`config.mk`:
```
export PLATFORM = sky130hd
export DESIGN_NAME = assoc_cache
export DESIGN_NICKNAME = d
export VERILOG_FILES = /design/src/rtl/cache_pkg.sv /design/src/rtl/lru_update.sv /design/src/rtl/assoc_cache.sv
export SDC_FILE = /design/constraint.sdc
export NUM_CORES = 2
export LEC_CHECK = 0
export BUFFER_PORTS_ARGS = -buffer_cell sky130_fd_sc_hd__buf_2
export CAP_MARGIN = 20
export CORE_UTILIZATION = 24
export CTS_CLUSTER_DIAMETER = 50
export DETAILED_ROUTE_END_ITERATION = 8
export GPL_ROUTABILITY_DRIVEN = 0
export PLACE_DENSITY = 0.49
export SLEW_MARGIN = 20
export SYNTH_ARGS = -nofsm -noshare
export SYNTH_HDL_FRONTEND = slang
export SYNTH_SLANG_ARGS = --single-unit
```
`constraint.sdc`:
```
create_clock -name clk -period 5.33 [get_ports clk]
set_input_delay 0.2665 -clock clk [delete_from_list [all_inputs] [get_ports clk]]
set_output_delay 0.2665 -clock clk [all_outputs]
set_load 0.02 [all_outputs]
```
`src/rtl/cache_pkg.sv`:
```
// Shared definitions for the set-associative cache.
//   state_t     : controller states (IDLE, WB, REFILL, FLUSH)
//   field_w     : width of an index field for a power-of-two count (min 1 bit)
//   tag_shift   : bit position of the tag inside a byte address
//   line_meta_t : per-way bookkeeping (valid, dirty, tag, LRU age)
// Tag and age are stored at fixed maximum widths so the struct can live in
// the package; the unused upper bits are always written as zero.
package cache_pkg;

  typedef enum logic [1:0] {IDLE, WB, REFILL, FLUSH} state_t;

  localparam int TAG_MAX_W = 30;
  localparam int AGE_MAX_W = 8;

  function automatic int field_w(input int n);
    return (n > 1) ? $clog2(n) : 1;
  endfunction

  function automatic int tag_shift(input int sets, input int line_words);
    return 2 + $clog2(line_words) + $clog2(sets);
  endfunction

  typedef struct packed {
    logic                 valid;
    logic                 dirty;
    logic [TAG_MAX_W-1:0] tag;
    logic [AGE_MAX_W-1:0] age;
  } line_meta_t;

endpackage

```
`src/rtl/lru_update.sv`:
```
// True-LRU helper for one set.
//   age      : current age of every way (0 = most recently used)
//   valid    : valid bit of every way
//   acc_way  : way being accessed this cycle
//   next_age : ages after acc_way becomes most recently used
//   victim   : lowest-index invalid way, else the way whose age is WAYS-1
module lru_update
  import cache_pkg::*;
#(
  parameter int WAYS = 2,
  localparam int WAY_W = field_w(WAYS)
) (
  input  logic [AGE_MAX_W-1:0] age      [WAYS],
  input  logic [WAYS-1:0]      valid,
  input  logic [WAY_W-1:0]     acc_way,
  output logic [AGE_MAX_W-1:0] next_age [WAYS],
  output logic [WAY_W-1:0]     victim
);

  logic [AGE_MAX_W-1:0] acc_age;
  logic                 found;

  // Ways younger than the accessed one age by one; older ways keep their age,
  // so the ages stay a permutation of 0..WAYS-1.
  always_comb begin
    acc_age = age[acc_way];
    for (int w = 0; w < WAYS; w++) begin
      if (WAY_W'(w) == acc_way)
        next_age[w] = '0;
      else if (age[w] < acc_age)
        next_age[w] = age[w] + 1'b1;
      else
        next_age[w] = age[w];
    end
  end

  always_comb begin
    victim = '0;
    found  = 1'b0;
    for (int w = 0; w < WAYS; w++) begin
      if (!found && !valid[w]) begin
        victim = WAY_W'(w);
        found  = 1'b1;
      end
    end
    if (!found) begin
      for (int w = 0; w < WAYS; w++) begin
        if (age[w] == AGE_MAX_W'(WAYS - 1))
          victim = WAY_W'(w);
      end
    end
  end

endmodule

```
`src/rtl/assoc_cache.sv`:
```
// N-way set-associative cache with multi-word lines, true LRU replacement,
// write-back/write-allocate or write-through/no-write-allocate, flush, and
// hit/miss counters.
//   CPU side   : stall, input_ready, addr, write_data, w_en -> hit, read_data
//   flush      : flush pulse in, flush_done pulse out
//   memory side: maddr, mwrite_data, m_wen out; mread_data in (combinational)
//   counters   : hit_count, miss_count (wrap modulo 2^32)
module assoc_cache
  import cache_pkg::*;
#(
  parameter int WAYS       = 2,
  parameter int SETS       = 8,
  parameter int LINE_WORDS = 4,
  parameter bit WRITE_BACK = 1'b1
) (
  input  logic        clk,
  input  logic        reset,
  input  logic        stall,
  input  logic        input_ready,
  input  logic [31:0] addr,
  input  logic [31:0] write_data,
  input  logic        w_en,
  output logic        hit,
  output logic [31:0] read_data,
  input  logic        flush,
  output logic        flush_done,
  output logic [31:0] maddr,
  output logic [31:0] mwrite_data,
  output logic        m_wen,
  input  logic [31:0] mread_data,
  output logic [31:0] hit_count,
  output logic [31:0] miss_count
);

  localparam int OFF_W  = $clog2(LINE_WORDS);
  localparam int WAY_W  = field_w(WAYS);
  localparam int WRD_W  = field_w(LINE_WORDS);
  localparam int SET_W  = field_w(SETS);
  localparam int TAG_SH = tag_shift(SETS, LINE_WORDS);

  localparam logic [WRD_W-1:0] LAST_WORD = WRD_W'(LINE_WORDS - 1);
  localparam logic [WAY_W-1:0] LAST_WAY  = WAY_W'(WAYS - 1);
  localparam logic [SET_W-1:0] LAST_SET  = SET_W'(SETS - 1);

  function automatic logic [31:0] line_addr(input logic [TAG_MAX_W-1:0] tag,
                                            input logic [SET_W-1:0]     idx,
                                            input logic [WRD_W-1:0]     wrd);
    return (32'(tag) << TAG_SH) | (32'(idx) << (2 + OFF_W)) | (32'(wrd) << 2);
  endfunction

  line_meta_t  meta [SETS][WAYS];
  logic [31:0] data [SETS][WAYS][LINE_WORDS];

  state_t               state_q, state_d;
  logic [TAG_MAX_W-1:0] r_tag;
  logic [SET_W-1:0]     r_idx;
  logic [WAY_W-1:0]     r_way;
  logic [WRD_W-1:0]     r_k;
  logic [SET_W-1:0]     f_set;
  logic [WAY_W-1:0]     f_way;

  logic [TAG_MAX_W-1:0] req_tag;
  logic [SET_W-1:0]     req_idx;
  logic [WRD_W-1:0]     req_word;

  logic [AGE_MAX_W-1:0] set_age  [WAYS];
  logic [AGE_MAX_W-1:0] next_age [WAYS];
  logic [WAYS-1:0]      set_valid;
  logic [WAY_W-1:0]     hit_way, victim;
  logic                 any_match, vic_dirty;
  logic                 commit, miss_go, fl_dirty, fl_line_end;
  line_meta_t           fl_meta;

  // Address decode: masks and shifts keep this valid when a field is zero bits wide.
  assign req_word = WRD_W'((addr >> 2) & 32'(LINE_WORDS - 1));
  assign req_idx  = SET_W'((addr >> (2 + OFF_W)) & 32'(SETS - 1));
  assign req_tag  = TAG_MAX_W'(addr >> TAG_SH);

  always_comb begin
    hit_way   = '0;
    any_match = 1'b0;
    set_valid = '0;
    for (int w = 0; w < WAYS; w++) begin
      set_age[w]   = meta[req_idx][w].age;
      set_valid[w] = meta[req_idx][w].valid;
      if (!any_match && meta[req_idx][w].valid && (meta[req_idx][w].tag == req_tag)) begin
        hit_way   = WAY_W'(w);
        any_match = 1'b1;
      end
    end
  end

  lru_update #(.WAYS(WAYS)) u_lru (
    .age      (set_age),
    .valid    (set_valid),
    .acc_way  (hit_way),
    .next_age (next_age),
    .victim   (victim)
  );

  assign vic_dirty   = meta[req_idx][victim].valid & meta[req_idx][victim].dirty;
  assign fl_meta     = meta[f_set][f_way];
  assign fl_dirty    = WRITE_BACK && fl_meta.valid && fl_meta.dirty;
  assign fl_line_end = !fl_dirty || (r_k == LAST_WORD);

  always_comb begin
    state_d     = state_q;
    hit         = 1'b0;
    read_data   = '0;
    maddr       = '0;
    mwrite_data = '0;
    m_wen       = 1'b0;
    flush_done  = 1'b0;
    commit      = 1'b0;
    miss_go     = 1'b0;
    case (state_q)
      IDLE: begin
        // A write-through store always completes in one cycle, hit or miss.
        hit       = input_ready & (any_match | (!WRITE_BACK & w_en));
        read_data = any_match ? data[req_idx][hit_way][req_word] : '0;
        if (!WRITE_BACK && input_ready && w_en && !stall) begin
          m_wen       = 1'b1;
          maddr       = {addr[31:2], 2'b00};
          mwrite_data = write_data;
        end
        commit = hit & ~stall;
        if (flush) begin
          state_d = FLUSH;
        end else if (input_ready && !hit) begin
          miss_go = 1'b1;
          state_d = vic_dirty ? WB : REFILL;
        end
      end
      WB: begin
        m_wen       = 1'b1;
        maddr       = line_addr(meta[r_idx][r_way].tag, r_idx, r_k);
        mwrite_data = data[r_idx][r_way][r_k];
        if (r_k == LAST_WORD) state_d = REFILL;
      end
      REFILL: begin
        maddr = line_addr(r_tag, r_idx, r_k);
        if (r_k == LAST_WORD) state_d = IDLE;
      end
      FLUSH: begin
        if (fl_dirty) begin
          m_wen       = 1'b1;
          maddr       = line_addr(fl_meta.tag, f_set, r_k);
          mwrite_data = data[f_set][f_way][r_k];
        end
        if (fl_line_end && (f_set == LAST_SET) && (f_way == LAST_WAY)) begin
          flush_done = 1'b1;
          state_d    = IDLE;
        end
      end
      default: state_d = IDLE;
    endcase
  end

  // Control and metadata registers
  always_ff @(posedge clk) begin
    if (reset) begin
      state_q    <= IDLE;
      r_tag      <= '0;
      r_idx      <= '0;
      r_way      <= '0;
      r_k        <= '0;
      f_set      <= '0;
      f_way      <= '0;
      hit_count  <= '0;
      miss_count <= '0;
      for (int s = 0; s < SETS; s++) begin
        for (int w = 0; w < WAYS; w++) begin
          meta[s][w] <= '{valid: 1'b0, dirty: 1'b0, tag: '0, age: AGE_MAX_W'(w)};
        end
      end
    end else begin
      state_q <= state_d;
      case (state_q)
        IDLE: begin
          if (commit) begin
            if (!WRITE_BACK && w_en && !any_match)
              miss_count <= miss_count + 32'd1;
            else
              hit_count <= hit_count + 32'd1;
            if (any_match) begin
              for (int w = 0; w < WAYS; w++) meta[req_idx][w].age <= next_age[w];
              if (WRITE_BACK && w_en) meta[req_idx][hit_way].dirty <= 1'b1;
            end
          end
          if (flush) begin
            f_set <= '0;
            f_way <= '0;
            r_k   <= '0;
          end else if (miss_go) begin
            miss_count <= miss_count + 32'd1;
            r_tag      <= req_tag;
            r_idx      <= req_idx;
            r_way      <= victim;
            r_k        <= '0;
          end
        end
        WB: r_k <= (r_k == LAST_WORD) ? '0 : r_k + 1'b1;
        REFILL: begin
          r_k <= (r_k == LAST_WORD) ? '0 : r_k + 1'b1;
          if (r_k == LAST_WORD) begin
            meta[r_idx][r_way].valid <= 1'b1;
            meta[r_idx][r_way].dirty <= 1'b0;
            meta[r_idx][r_way].tag   <= r_tag;
          end
        end
        FLUSH: begin
          if (fl_line_end) begin
            meta[f_set][f_way].valid <= 1'b0;
            meta[f_set][f_way].dirty <= 1'b0;
            r_k <= '0;
            if (f_way == LAST_WAY) begin
              f_way <= '0;
              f_set <= f_set + 1'b1;
            end else begin
              f_way <= f_way + 1'b1;
            end
          end else begin
            r_k <= r_k + 1'b1;
          end
        end
        default: ;
      endcase
    end
  end

  // Line data storage
  always_ff @(posedge clk) begin
    if (commit && any_match && w_en)
      data[req_idx][hit_way][req_word] <= write_data;
    if (state_q == REFILL)
      data[r_idx][r_way][r_k] <= mread_data;
  end

endmodule

```
Word-level counts from Yosys, hierarchy flattened
Memories as Yosys holds them, arrays and structs flattened. A register that Yosys moved wholly into a read port is not among the register bits.
Index checks and enable logic that the tools add are counted.
{"block": "op_classes", "addsub": 7, "order_cmp": 13, "n_eq_ne": 17, "n_mux": 372, "n_bitwise": 243, "n_reduce_logical": 32}
{"cell": "2-to-1 mux 128 bit", "count": 11}
{"cell": "2-to-1 mux 256 bit", "count": 4}
{"cell": "2-to-1 mux 80 bit", "count": 6}
{"cell": "2-to-1 mux 70 bit", "count": 6}
{"cell": "2-to-1 mux 32 bit", "count": 12}
{"cell": "2-to-1 mux 40 bit", "count": 8}
{"cell": "2-to-1 mux 1 bit", "count": 266}
{"cell": "demux 128 bit (select 1 bit)", "count": 2}
{"cell": "OR reduction 256 bit", "count": 1}
{"cell": "demux 40 bit (select 1 bit)", "count": 6}
{"cell": "OR 1 bit", "count": 226}
{"cell": "OR reduction 70 bit", "count": 3}
{"cell": "binary-select mux 32 bit (select 2 bit)", "count": 3}
{"cell": "demux 32 bit (select 2 bit)", "count": 2}
{"cell": "2-to-1 mux 39 bit", "count": 3}
{"cell": "2-to-1 mux 33 bit", "count": 3}
{"cell": "OR 32 x 4 -> 32 bit", "count": 3}
{"cell": "OR 32 x 7 -> 32 bit", "count": 3}
{"cell": "case mux 32 bit (3 select lines)", "count": 1}
{"cell": "adder 32 x 1 -> 32 bit (second input constant)", "count": 2}
{"cell": "case mux 32 bit (2 select lines)", "count": 1}
{"cell": "== test 30 x 25 -> 1 bit", "count": 2}
{"cell": "2-to-1 mux 8 bit", "count": 7}
{"cell": "2-to-1 mux 3 bit", "count": 15}
{"cell": "34 further kinds", "count": 88}
{"block": "totals", "regBits": 101, "mem_bits_rw": 2608, "input_bits": 102, "out_inout_bits": 163, "word_cells": 695, "n_memories": 2}
{"memory": "data", "words": 8, "word_bits": 256, "read_ports": 3, "rd_ports_with_merged_regs": 2, "write_ports": 1, "line_no": "assoc_cache.sv:52", "text": "logic [31:0] data [SETS][WAYS][LINE_WORDS];"}
{"memory": "meta", "words": 8, "word_bits": 70, "read_ports": 3, "rd_ports_with_merged_regs": 2, "write_ports": 8, "line_no": "assoc_cache.sv:51", "text": "line_meta_t meta [SETS][WAYS];"}

Logic depth before layout (Yosys ltp)
An unclocked memory read counts as a cell.
{"block": "logic_depth", "word_depth": 20, "ltp_mapped": 24, "depth_no_buf": 16}

Cells and area by module
A second synthesis with hierarchy kept.
{"block": "hier_totals", "hier_cells": 8026, "area_unflattened_um2": 149051.7}
{"mod": "assoc_cache", "n_inst": 1, "cells_each": 7911, "area_per_inst_um2": 148175.9, "seq_area_each_um2": 80457.2}
{"mod": "lru_update", "n_inst": 1, "cells_each": 115, "area_per_inst_um2": 875.8, "seq_area_each_um2": 0.0}

Worst setup path before layout
OpenSTA, ideal clock, no wires.
{"block": "synth_path", "path_type": "input to register", "start": "in addr[6]", "end": "mem meta[0][7] in the netlist's numbering (data pin)", "setup_ps": 273, "arrival_ps": 5430, "required_time_ps": 5057, "slack_ps": -373, "path_stages": 21, "path_buffers": 6, "cell_sequence": "buf_2 buf_2 inv_2 buf_1 mux2i_1 xor2_1 nand4_1 or4_1 or4_1 nor2_2 buf_4 buf_4 buf_2 mux2i_1 ha_1 o21a_1 o2111ai_1 inv_1 a2111oi_0 xnor2_1 nor2_1"}
{"item": "start, declared", "line_no": "assoc_cache.sv:20", "text": "input logic [31:0] addr,"}
{"item": "end, declared", "line_no": "assoc_cache.sv:51"}

==> results_dict.tcl <==
set metrics [dict create \
    cp_max_fo 5 \
    violations "setup timing" \
    io_pins 265 \
    p_int_w 0.04379 \
    area_growth_pct 21.55 \
    syn_avg_cell_area_um2 18.40 \
    p_per_area_nw_per_um2 339.9 \
    setup_ws_ps -476.3 \
    clk_pin_slew_ps 60 \
    grt_pass1_vias 96630 \
    clock_skew_ps 122.0 \
    worstMarginPinSlew_ps 1179 \
    vias 95370 \
    rows 288 \
    drc_errors 0 \
    min_period_ps 5806 \
    final-hold-violation-count 0 \
    p_sw_share_pct 28.74 \
    cp.arrival_ps 5540 \
    crit_required_ps 5060 \
    ys_warn_count 0 \
    hold_path.class "input pin to flop" \
    routedWlPerCell_um 35.21 \
    cts_buffers 368 \
    cts.root.buffer_cell "clkbuf_16" \
    grt_max_degree 147 \
    irDropWorstVdd_uv 606.3 \
    drt_wl_total_um 604100 \
    rsz0062_at_grt "true" \
    postLayoutCellArea_um2 180800 \
    seq_area_frac_synth_pct 54.10 \
    max_freq_mhz 172.2 \
    clk_latency_ps 1050 \
    finalPower_w 0.06145 \
    die_h_um 789.2 \
    synth_edf_count 2608 \
    start_kind "flop" \
    synth-main-ff-cell "edfxtp_1" \
    status "finished with violations" \
    cap_viol_max_count 0 \
    clockBufferDepth 4 \
    drtPass1Iterations 6 \
    holdPathStages 2 \
    synth.ff_latch_count 2715 \
    placed_area_um2 166300 \
    fin_tns_setup_ps -11040 \
    io_buffers 260 \
    viasPerCell 5.558 \
    die_area_um2 622800 \
    finalSetupViolations 31 \
    nets 8829 \
    finalCritPeriodShare_pct 108.9 \
    ys_types 74 \
    grt.total_usage_pct 18.76 \
    core_um2 616200 \
    clkPwrFrac_pct 41.2 \
    power_leakage_nw 56.24 \
    syn_area_um2 148700 \
    power_frac_seq_pct 41.4 \
    ant_nets 0 \
    initial_core_util_pct 24.13 \
    cts_sinks 2715 \
    cts.htree.levels 5 \
    fill_cells 60280 \
    max_slew_margin_pct 21.39 \
    comb_power_share_pct 17.5 \
    critPathCaptureType "output port" \
    async_reset_ff_share_pct 0 \
    drive_gt1_share_pct 45.00 \
    pre_cts_ws_ps -473.7 \
    p_sw_w 0.01766 \
    r2r_cells 22 \
    drt_iter0_markers 12380 \
    crit_type "flop to output port" \
    syn_inst 8084 \
    antenna_found_initial 40 \
    die_w_um 789.2 \
    slew_viol_final 0 \
    grt_pass1_wl_um 823900 \
    overflow 0 \
    dp_hpwl_um 372500 \
    cts_tree "built" \
]
[per-layer routing]
metal	vias to the layer above	wire [µm]	global-route usage [%]
met5	-	121	0
met4	16	23720	6.437
met3	1053	61420	4.557
met2	5816	281200	29.77
met1	52090	237700	25.12
li1	36400	-	-
[cell type report]
type,instances,area [µm²],area share (%)
flip-flops and latches,2715,80490,44.53
multi-input cells,4570,66200,36.62
repair buffers,1014,11360,6.282
well taps,8120,10160,5.620
clock buffers,410,9472,5.240
clock inverters,273,2885,1.596
inverters,31,128.9,0.07129
diodes,27,67.56,0.03738
[cells in the final DEF, fill, tap and decap left out, drive strengths merged, types with 26 or more instances in the layout]
master / instances
mux2i: 298
diode: 27
nand2: 273
nand4: 62
o21ai: 52
nor3: 57
nand3: 89
dlygate4sd3: 30
or3: 37
a211oi: 32
clkinvlp: 41
xor2: 64
and3: 231
a21oi: 96
and2: 228
inv: 69
edfxtp: 2608
a31oi: 26
mux2: 70
xnor2: 38
clkbuf: 415
a22o: 40
clkinv: 159
ha: 27
dfxtp: 107
bufinv: 35
mux4: 2203
nor2: 355
a22oi: 54
buf: 975
[sequential cells by signal (all words and copies together) (netlist names), 2 cells and up, named ones only]
signal,count
data,2048
meta,560
hit_count,32
miss_count,32
r_tag,25
f_set,3
r_idx,3
r_k,2
state_q,2
[cell usage after synthesis, types with 13 or more instances]
master	count	area [µm²]
nor3_1	57	285.3
o22ai_1	13	81.33
or3_1	37	231.5
xor2_1	64	560.5
buf_1	198	743.2
nor2b_1	17	106.4
edfxtp_1	2608	78320
dfxtp_1	107	2142
a22o_1	40	350.3
a211oi_1	31	232.7
buf_4	21	157.7
o21ai_0	48	240.2
nand2_1	273	1025
a22oi_1	54	405.4
and3_1	231	1445
inv_1	28	105.1
and2_1	227	1420
nand3_1	89	445.4
mux4_2	2203	49620
mux2_2	68	765.7
ha_1	27	337.8
a31oi_1	26	162.7
a221o_1	21	210.2
xnor2_1	38	332.8
nand4_1	62	387.9
o21bai_1	24	180.2
a21o_1	24	180.2
a21oi_1	96	480.5
clkbuf_1	463	1738
or2_2	18	112.6
mux2i_1	298	2983
nor2_1	354	1329
buf_2	81	405.4
a222oi_1	25	250.2
[critical path, cell delays in order (launching register included)]
cell and delay, ps:
edfxtp_1 410, mux4_2 480, mux2i_1 180, xor2_1 310, buf_4 190, nand4_1 110
or4_4 460, or4_4 490, nor2_4 200, buf_12 190, buf_8 130, buf_12 100
buf_16 140, buf_8 110, a31oi_4 100, nor3_4 660, buf_6 210
[cells by family (layout without fill, tap and decap cells)]
logic type	count (synthesis)	count (layout)	synth area share, %
buffers and inverters	800	1728	2.166
other	1	29	0.002522
and+or+nand+nor	1410	1410	4.797
xor gates and xnor gates	102	102	0.6007
AOI/OAI and AO/OA	457	457	2.198
DFF	2715	2715	54.10
muxes	2571	2571	35.90
adders and majority gates	28	28	0.2339
[power groups by stage]
stage / combinational, W / sequential (W) / clock (W)
after floorplan: 0.00618 / 0.0256 / 0
after global placement: 0.0105 / 0.0258 / 0
after detailed placement: 0.0106 / 0.0259 / 0
after CTS: 0.0107 / 0.0254 / 0.0256
after global routing: 0.0112 / 0.0254 / 0.0264
final: 0.0107 / 0.0254 / 0.0253
[timing repair]
item                                    in CTS  in global routing
hold buffers                                30                  0
resized for setup                          154                 58
endpoints found under the hold margin       43                  0
buffers inserted                            28                 24
cloned                                      10                  5
pin swaps                                   19                 19
endpoints found under the setup margin      78                134
[path summary, 6_finish.rpt]
| check | end | slack, ps | from |
|---|---|---|---|
| worst max register to register | meta[0][36]$_SDFFCE_PN0P_ | 180 | meta[2][18]$_SDFFCE_PN0P_ |
| worst min register to register | miss_count[31]$_SDFFE_PP0P_ | 500 | miss_count[31]$_SDFFE_PP0P_ |
| worst max-delay path | read_data[29] | -480 | meta[2][11]$_SDFFCE_PN0P_ |
| worst min-delay path | data[4][97]$_DFFE_PP_ | 70 | write_data[1] |
[metrics by stage]
| step | utilization (%) | instances | hold WS [ps] |
|---|---|---|---|
| final | 29.34 | 17160 | 71.72 |
| after global routing | 29.32 | 17130 | 83.16 |
| after CTS | 29.24 | 17110 | 32.26 |
| after detailed placement | 26.98 | 16360 | 487.7 |
| after global placement | 26.98 | 16360 | 471.0 |
| after floorplan | - | 8085 | 402.5 |
Note: power is estimated with default switching activity, not from simulation.
